--- config.mk ---
export PLATFORM = sky130hd
export DESIGN_NAME = frame_buf_ctrl
export DESIGN_NICKNAME = d
export VERILOG_FILES = /design/src/rtl/frame_buf_ctrl.sv
export SDC_FILE = /design/constraint.sdc
export NUM_CORES = 1
export LEC_CHECK = 0
export BUFFER_PORTS_ARGS = -buffer_cell sky130_fd_sc_hd__buf_4
export CAP_MARGIN = 0
export CORE_UTILIZATION = 57
export CTS_CLUSTER_SIZE = 30
export DETAILED_ROUTE_END_ITERATION = 12
export GPL_ROUTABILITY_DRIVEN = 0
export PLACE_DENSITY = 0.78
export SETUP_SLACK_MARGIN = 0.3
export SYNTH_ARGS = -nofsm -noshare
export SYNTH_HDL_FRONTEND = slang
export SYNTH_SLANG_ARGS = --single-unit
--- constraint.sdc ---
create_clock -name clk -period 3.25 [get_ports clk]
set_input_delay 0.325 -clock clk [delete_from_list [all_inputs] [get_ports clk]]
set_output_delay 0.325 -clock clk [all_outputs]
set_load 0.01 [all_outputs]
--- src/rtl/frame_buf_ctrl.sv ---
// Multi-slot frame-buffer address controller: a writer fills free slots and a
// reader drains completed slots in order, so a frame is never read while being written.
module frame_buf_ctrl #(
    parameter int ADDR_WIDTH  = 8,
    parameter int BASE_ADDR   = 2,
    parameter int FRAME_SIZE  = 4,
    parameter int NUM_BUFS    = 3,
    parameter int REPEAT_LAST = 0
) (
    input  logic                           clk,
    input  logic                           reset,
    input  logic                           wr_en_in,
    input  logic                           rd_en_in,
    input  logic                           wr_rdy,
    input  logic                           rd_rdy,
    output logic                           wr_en,
    output logic                           rd_en,
    output logic [ADDR_WIDTH-1:0]          wr_addr,
    output logic [ADDR_WIDTH-1:0]          rd_addr,
    output logic [$clog2(NUM_BUFS+1)-1:0]  frames_full,
    output logic                           wr_ovf,
    output logic                           rd_unf,
    output logic                           rd_frame_start
);

    localparam int CW = $clog2(FRAME_SIZE);
    localparam int SW = $clog2(NUM_BUFS);
    localparam int FW = $clog2(NUM_BUFS + 1);

    localparam logic [CW-1:0]         LAST_WORD = CW'(FRAME_SIZE - 1);
    localparam logic [SW-1:0]         LAST_SLOT = SW'(NUM_BUFS - 1);
    localparam logic [ADDR_WIDTH-1:0] BASE      = ADDR_WIDTH'(BASE_ADDR);
    localparam logic [ADDR_WIDTH-1:0] STEP      = ADDR_WIDTH'(FRAME_SIZE);

    typedef enum logic {W_IDLE = 1'b0, W_FILL = 1'b1} w_state_t;
    typedef enum logic {R_IDLE = 1'b0, R_READ = 1'b1} r_state_t;

    w_state_t              w_state_r, w_state_s;
    r_state_t              r_state_r, r_state_s;
    logic [CW-1:0]         wr_cnt_r, wr_cnt_s, rd_cnt_r, rd_cnt_s;
    logic [SW-1:0]         wr_slot_r, wr_slot_s, rd_slot_r, rd_slot_s, rd_next_slot_s;
    logic [ADDR_WIDTH-1:0] wr_base_r, wr_base_s, rd_base_r, rd_base_s, rd_next_base_s;
    logic [NUM_BUFS-1:0]   full_r, full_s;
    logic [FW-1:0]         frames_full_s;
    logic                  wr_en_s, rd_en_s, wr_ovf_s, rd_unf_s, rd_frame_start_s;
    logic                  wr_done_s, rd_release_s;
    logic                  wr_accept_s, rd_accept_s;

    assign wr_accept_s = ~wr_en & wr_rdy;
    assign rd_accept_s = ~rd_en & rd_rdy;

    // Writer: claim a free slot, stream one frame, mark it full and advance.
    always_comb begin
        w_state_s = w_state_r;
        wr_en_s   = 1'b1;
        wr_cnt_s  = wr_cnt_r;
        wr_slot_s = wr_slot_r;
        wr_base_s = wr_base_r;
        wr_ovf_s  = wr_ovf;
        wr_done_s = 1'b0;
        case (w_state_r)
            W_IDLE: begin
                if (!wr_en_in) begin
                    if (!full_r[wr_slot_r]) begin
                        w_state_s = W_FILL;
                        wr_en_s   = 1'b0;
                    end else begin
                        wr_ovf_s  = 1'b1;
                    end
                end else begin
                    wr_en_s = 1'b1;
                end
            end
            W_FILL: begin
                wr_en_s = wr_en_in;
                if (wr_accept_s) begin
                    if (wr_cnt_r == LAST_WORD) begin
                        wr_done_s = 1'b1;
                        wr_en_s   = 1'b1;
                        wr_cnt_s  = {CW{1'b0}};
                        w_state_s = W_IDLE;
                        if (wr_slot_r == LAST_SLOT) begin
                            wr_slot_s = {SW{1'b0}};
                            wr_base_s = BASE;
                        end else begin
                            wr_slot_s = wr_slot_r + {{(SW-1){1'b0}}, 1'b1};
                            wr_base_s = wr_base_r + STEP;
                        end
                    end else begin
                        wr_cnt_s = wr_cnt_r + {{(CW-1){1'b0}}, 1'b1};
                    end
                end else begin
                    wr_cnt_s = wr_cnt_r;
                end
            end
            default: begin
                w_state_s = W_IDLE;
            end
        endcase
    end

    // Slot that follows the reader's current slot, with wrap to the first slot.
    always_comb begin
        if (rd_slot_r == LAST_SLOT) begin
            rd_next_slot_s = {SW{1'b0}};
            rd_next_base_s = BASE;
        end else begin
            rd_next_slot_s = rd_slot_r + {{(SW-1){1'b0}}, 1'b1};
            rd_next_base_s = rd_base_r + STEP;
        end
    end

    // Reader: only enters a full slot; at frame end releases it or, in repeat mode, re-reads it.
    always_comb begin
        r_state_s        = r_state_r;
        rd_en_s          = 1'b1;
        rd_cnt_s         = rd_cnt_r;
        rd_slot_s        = rd_slot_r;
        rd_base_s        = rd_base_r;
        rd_unf_s         = rd_unf;
        rd_frame_start_s = 1'b0;
        rd_release_s     = 1'b0;
        case (r_state_r)
            R_IDLE: begin
                if (!rd_en_in) begin
                    if (full_r[rd_slot_r]) begin
                        r_state_s        = R_READ;
                        rd_en_s          = 1'b0;
                        rd_frame_start_s = 1'b1;
                    end else begin
                        rd_unf_s = 1'b1;
                    end
                end else begin
                    rd_en_s = 1'b1;
                end
            end
            R_READ: begin
                rd_en_s = rd_en_in;
                if (rd_accept_s) begin
                    if (rd_cnt_r == LAST_WORD) begin
                        rd_en_s   = 1'b1;
                        rd_cnt_s  = {CW{1'b0}};
                        r_state_s = R_IDLE;
                        if (full_r[rd_next_slot_s] || (REPEAT_LAST == 0)) begin
                            rd_release_s = 1'b1;
                            rd_slot_s    = rd_next_slot_s;
                            rd_base_s    = rd_next_base_s;
                        end else begin
                            rd_slot_s = rd_slot_r;
                        end
                    end else begin
                        rd_cnt_s = rd_cnt_r + {{(CW-1){1'b0}}, 1'b1};
                    end
                end else begin
                    rd_cnt_s = rd_cnt_r;
                end
            end
            default: begin
                r_state_s = R_IDLE;
            end
        endcase
    end

    // Full flags and count; writer and reader always touch different slots.
    always_comb begin
        full_s = full_r;
        if (wr_done_s) begin
            full_s[wr_slot_r] = 1'b1;
        end else begin
            full_s = full_s;
        end
        if (rd_release_s) begin
            full_s[rd_slot_r] = 1'b0;
        end else begin
            full_s = full_s;
        end
        case ({wr_done_s, rd_release_s})
            2'b10:   frames_full_s = frames_full + {{(FW-1){1'b0}}, 1'b1};
            2'b01:   frames_full_s = frames_full - {{(FW-1){1'b0}}, 1'b1};
            default: frames_full_s = frames_full;
        endcase
    end

    // State and registered outputs, with synchronous active-low reset.
    always_ff @(posedge clk) begin
        if (!reset) begin
            w_state_r      <= W_IDLE;
            r_state_r      <= R_IDLE;
            wr_cnt_r       <= {CW{1'b0}};
            rd_cnt_r       <= {CW{1'b0}};
            wr_slot_r      <= {SW{1'b0}};
            rd_slot_r      <= {SW{1'b0}};
            wr_base_r      <= BASE;
            rd_base_r      <= BASE;
            full_r         <= {NUM_BUFS{1'b0}};
            frames_full    <= {FW{1'b0}};
            wr_en          <= 1'b1;
            rd_en          <= 1'b1;
            wr_addr        <= BASE;
            rd_addr        <= BASE;
            wr_ovf         <= 1'b0;
            rd_unf         <= 1'b0;
            rd_frame_start <= 1'b0;
        end else begin
            w_state_r      <= w_state_s;
            r_state_r      <= r_state_s;
            wr_cnt_r       <= wr_cnt_s;
            rd_cnt_r       <= rd_cnt_s;
            wr_slot_r      <= wr_slot_s;
            rd_slot_r      <= rd_slot_s;
            wr_base_r      <= wr_base_s;
            rd_base_r      <= rd_base_s;
            full_r         <= full_s;
            frames_full    <= frames_full_s;
            wr_en          <= wr_en_s;
            rd_en          <= rd_en_s;
            wr_addr        <= wr_base_s + ADDR_WIDTH'(wr_cnt_s);
            rd_addr        <= rd_base_s + ADDR_WIDTH'(rd_cnt_s);
            wr_ovf         <= wr_ovf_s;
            rd_unf         <= rd_unf_s;
            rd_frame_start <= rd_frame_start_s;
        end
    end

endmodule

==> impl_metrics.ini, run 1 <==
[outcome]
status = completed

[floorplanning]
dieArea_um2 = 4440
initial_core_util = 0.595
rows = 23
design.core.area_um2 = 4000
ios = 29
chipWidth_um = 66.6
die_height_um = 66.6

[grt]
grt_max_degree = 33
grt_pass1_wl_um = 7650
grt_pass1_vias = 1694
antenna_found_initial = 0
overflow = 0
grtUsageTotal = 0.231

[timing]
hold_viol = 0
timing.fmax_ghz = 0.388
min_period_over_period = 0.793
worst_pin_slew_ns = 0.988
tns_ns = 0
maxSlewHeadroom = 0.340
final.min_clock_period_ns = 2.58
rsz0062_at_grt = false
fin_skew_ns = 0.00604
setup_slack_ns = 0.671
slew_violations = 0
setup_viol = 0

[final_layout]
layout.nets = 309
instances_no_fill = 342
diodes = 0
design_area_um2 = 2720
syn2layout_area_growth_pct = 14.3
drive_gt1_frac = 0.154
n_fill_cell = 349
fin_util = 0.681

[clock_tree]
cts-hold-fix-buffers = 0
cts_buffer_depth = 2
post_cts_buffers = 0
cts_tree = done
clk_pin_slew_ns = 0.09
htreeDepth = 2
clk_latency_ns = 0.30
root_buffer = clkbuf_8
cts.sink_count = 52
cts_resized = 0
numCtsBuffers = 5

[power_and_ir_drop]
power_switching_share = 0.209
combPwrFrac = 0.025
irDropWorstVdd_mv = 0.228
p_leak_nw = 1.18
p_switching_uw = 222
p_int_uw = 840
powerDensity_nw_per_um2 = 390
pwr-share-seq = 0.604
clkPwrFrac = 0.371

[synthesis]
synth.distinct_cells = 50
yosysWarnings = 0
yosysTopAreaCellShare = 0.437
synth_edf_count = 0
syn_area_um2 = 2380
yosysMostFrequentCell = dfxtp_1
synth_fp_nets = 281
ys_seq_area_frac = 0.437
ys_seq_elements = 52
synth_top_cells_by_count = dfxtp_1 (52), nor2_1 (28), nand2_1 (15)
async_reset_ff_frac = 0
ys.flop_type = dfxtp_1
ys_top_cells_by_area = dfxtp_1 (44%), ha_1 (4.7%), nor2_1 (4.4%)
syn_avg_cell_area_um2 = 9.02
netlist_instances = 264
yosysTopAreaCell = dfxtp_1

[routing]
postRouteAntennaNets = 0
vias_per_cell = 5.75
vias = 1967
drtIter0Drc = 81
wl_per_cell_um = 13.8
drc = 0
wl_um = 4720
first_pass_iters = 4

[worst_setup_path]
critPathMostFrequentCell = ha_1
worstPathRequired_ns = 3.48
arrival_ns = 2.80
max_stage_delay_ns = 0.41
startpoint_type = register
critical_path.top_delay_family = adder cells
crit_buf_inv = 2
cp_slowest_cell = fa_1
crit_chain = ha_1, and4b_1, inv_4, nor2_1, nor2b_1, ha_1, inv_1, fa_1, a21o_1, o31a_1, nor3_1
critPathKind = reg -> reg
critPathCaptureType = register
cp_max_fo = 18

[job]
maxCapViolations = 0

[placed_design]
place_area_um2 = 2630
io_buffers = 28
pre_cts_ws_ns = 0.719
hpwl_um = 3300
dp.cells = 335

[hold_path]
hold_path.class = in -> reg
-- worst min-delay path, stage by stage --
cell and delay [ns]:
buf_4 0.08, inv_1 0.04, nand2_1 0.05
-- sequential cells by signal, indices dropped and copies added, names as in the netlist, 3 cells and up --
name and flops:
full_r 3, rd_addr 8, rd_base_r 8, wr_addr 8, wr_base_r 8
-- power groups by stage --
stage               clock network, mW  registers [mW]  logic, mW
finish                          0.395           0.642     0.0263
global route                    0.429           0.642     0.0290
CTS                             0.405           0.642     0.0265
detailed placement                  0           0.656     0.0265
global placement                    0           0.656     0.0261
floorplan                           0           0.657     0.0139
-- layout make-up --
type | count | area [um2] | area share
multi-input cells | 194 | 1260 | 0.465
flip-flops and latches | 52 | 1040 | 0.382
repair buffers | 29 | 218 | 0.0800
clock buffers | 7 | 96.3 | 0.0354
well taps | 50 | 62.6 | 0.0230
inverters | 10 | 40.0 | 0.0147
-- through the flow --
step	total power, mW	hold slack (ns)
4_1_cts	1.07	0.208
2_1_floorplan	0.671	0.406
6_report	1.06	0.223
3_3_place_gp	0.682	0.422
3_5_place_dp	0.683	0.424
5_1_grt	1.10	0.210
-- kinds of logic after synthesis --
family	Yosys count	share of synthesized area
mux	7	0.0300
flops	52	0.437
simple gates	122	0.277
fa+ha+maj	11	0.0641
compound gates	45	0.127
buf+inv	18	0.0315
xor+xnor	9	0.0331
-- cells in the final DEF, fill, tap and decap left out, types with 6 or more instances in the layout --
cell type and n:
dfxtp_1 52, buf_4 29, nor2_1 28, nand2_1 15
a21oi_1 13, nor3_1 12, nor2b_1 9, and2_1 9
nand3_1 9, ha_1 9, inv_1 8, and3_1 7
clkbuf_8 7, nand2b_1 6, mux2i_1 6, or3_1 6
xnor2_1 6
-- worst paths after layout --
path | end | slack [ns] | cells after the start | from
worst max-delay path | wr_addr[6] | 0.67 | 11 | wr_cnt_r[0]
worst max register to register | wr_addr[6] | 0.67 | 11 | wr_cnt_r[0]
worst min register to register | rd_base_r[1] | 0.45 | 1 | rd_base_r[1]
worst min-delay path | wr_en | 0.22 | 3 | wr_en_in
-- per-layer routing --
layer / vias up / part of all wire / global-route usage
met5: - / 0 / 0
met4: 0 / 0.016 / 0.0957
met1: 915 / 0.48 / 0.314
met3: 6 / 0.055 / 0.0634
li1: 994 / - / -
met2: 52 / 0.45 / 0.340
No activity file was read; power rests on OpenSTA's default activity.
==> inputs of run 2 (changes only) <==
--- a/config.mk
+++ b/config.mk
@@ -7,11 +7,11 @@
 export LEC_CHECK = 0
 export BUFFER_PORTS_ARGS = -buffer_cell sky130_fd_sc_hd__buf_4
 export CAP_MARGIN = 0
-export CORE_UTILIZATION = 57
+export CORE_UTILIZATION = 51
 export CTS_CLUSTER_SIZE = 30
 export DETAILED_ROUTE_END_ITERATION = 12
 export GPL_ROUTABILITY_DRIVEN = 0
-export PLACE_DENSITY = 0.78
+export PLACE_DENSITY = 0.74
 export SETUP_SLACK_MARGIN = 0.3
 export SYNTH_ARGS = -nofsm -noshare
 export SYNTH_HDL_FRONTEND = slang
==> constraint.sdc (replaced) <==
create_clock -name clk -period 2.14 [get_ports clk]
set_input_delay 0.214 -clock clk [delete_from_list [all_inputs] [get_ports clk]]
set_output_delay 0.214 -clock clk [all_outputs]
set_load 0.01 [all_outputs]
==> run 2 against run 1 <==
Effect of this change: the flow now finishes with violations (negative setup slack); register-to-register slack worse by 0.71 ns; worst hold slack worse by 0.12 ns; clock-buffer cell count shrank 1; fmax rose by 18%; clock skew down 0.00088 ns; via count up 5.1%; global-route usage down 1.9 points; combinational power rose by 68%; largest power group unchanged; critical path type unchanged; clock power grew 35%; flip-flop and latch count stayed put; first-iteration DRC count shrank 20%.
==> impl_metrics.ini, run 2 (synthesis results as in run 1) <==
[floorplanning]
dieArea_um2 = 4950
chipWidth_um = 70.3
ios = 29
design.core.area_um2 = 4410
initial_core_util = 0.539
die_height_um = 70.3
rows = 24

[routing]
vias_per_cell = 5.51
vias = 2067
drtIter0Drc = 65
wl_um = 5170
drc = 0
wl_per_cell_um = 13.8
postRouteAntennaNets = 0
first_pass_iters = 4

[job]
maxCapViolations = 0

[clock_tree]
cts-hold-fix-buffers = 0
htreeDepth = 2
root_buffer = clkbuf_8
cts.sink_count = 52
cts_buffer_depth = 2
numCtsBuffers = 5
clk_pin_slew_ns = 0.09
cts_tree = done
clk_latency_ns = 0.30

[final_layout]
n_fill_cell = 315
syn2layout_area_growth_pct = 37.7
drive_gt1_frac = 0.359
mostFrequentLayoutCell = buf_4
layout.nets = 340
fin_util = 0.743
diodes = 0
final_cell_mix = buf_4 (53), dfxtp_1 (48), nor2_1 (26)

[timing]
final.min_clock_period_ns = 2.18
hold_viol = 0
setup_viol = 1
tns_ns = -0.0388
slew_violations = 0
fin_skew_ns = 0.00516
min_period_over_period = 1.02
holdWs_ns = 0.0992
rsz0062_at_grt = true
timing.fmax_ghz = 0.459
setup_slack_ns = -0.0388
worst_pin_slew_ns = 0.598
maxSlewHeadroom = 0.601

[worst_setup_path]
cp_max_fo = 2
startpoint_type = register
arrival_ns = 2.41
critPathCaptureType = register
cp_slowest_cell = dfxtp_2
critical_path.top_delay_family = adder cells
max_stage_delay_ns = 0.34
critPathKind = reg -> reg
crit_chain = ha_4, and4b_2, clkinv_4, nor2_4, nor2b_2, ha_2, inv_2, fa_2, a21o_1, o31a_1, nor3_2
crit_buf_inv = 2
worstPathRequired_ns = 2.37

[grt]
grt_pass1_vias = 1926
antenna_found_initial = 0
grtUsageTotal = 0.212
use_met2 = 0.337
top_usage_layer = met2
met3_usage = 0.0346
grt_max_degree = 21
overflow = 0
use_met1 = 0.290
grt_pass1_wl_um = 8430

[outcome]
violations = negative setup slack
status = finished with violations

[placed_design]
io_buffers = 28
hpwl_um = 3280

[power_and_ir_drop]
p_leak_nw = 1.40
powerDensity_nw_per_um2 = 473
irDropWorstVdd_mv = 0.377

[hold_path]
hold_path.class = in -> reg
run 2: final cells by class:
cell class	count	area [um2]	area share
timing repair buffer	60	489	0.149
multi-input combinational	194	1560	0.474
inverter	10	42.5	0.0130
sequential	52	1050	0.320
clock inverter	1	5.00	0.00153
tap	52	65.1	0.0198
clock buffer	6	72.6	0.0221
run 2: power by group:
part | switching, mW | leakage [nW] | internal (mW) | total, mW
Clock | 0.309 | 0.0410 | 0.223 | 0.533
Combinational | 0.0247 | 0.934 | 0.0194 | 0.0441
Sequential | 0.00287 | 0.422 | 0.970 | 0.973
Total | 0.337 | 1.40 | 1.21 | 1.55
run 2: routing by layer:
layer  wire length [um]  up-vias
met4                 68        0
met3                194        6
met5                  0        -
li1                   -     1048
met1               2460      967
met2               2440       46
run 2: stage by stage:
step           cells  total power, mW  worst slack (ns)  cell area, um2
2_1_floorplan    264             1.02            -0.176            2450
3_3_place_gp     355             1.04            0.0191            2820
3_5_place_dp     355             1.04           -0.0270            2820
4_1_cts          369             1.56           -0.0277            3040
5_1_grt          375             1.60            -0.141            3280
6_report         375             1.55           -0.0388            3280
run 2: what timing repair did:
action                                  in CTS  in global routing
pin swaps                                   10                 11
endpoints found under the setup margin      16                 17
gates cloned                                 0                  0
buffers inserted                             7                  6
resized for setup                           16                 33
run 2: worst register-to-register path: cells and delay by family, from the launching register on:
kind | cells | cell delay, ns
compound gates | 2 | 0.41
fa+ha+maj | 3 | 0.68
buf+inv | 2 | 0.10
flops | 1 | 0.34
simple gates | 4 | 0.55
run 2: final timing paths:
kind | start | end | slack, ns | depth (start not counted)
max | wr_cnt_r[0] | wr_addr[6] | -0.04 | 11
min | rd_en_in | rd_frame_start | 0.1 | 2
max reg2reg | wr_cnt_r[0] | wr_addr[6] | -0.04 | 11
min reg2reg | rd_base_r[1] | rd_base_r[1] | 0.47 | 1
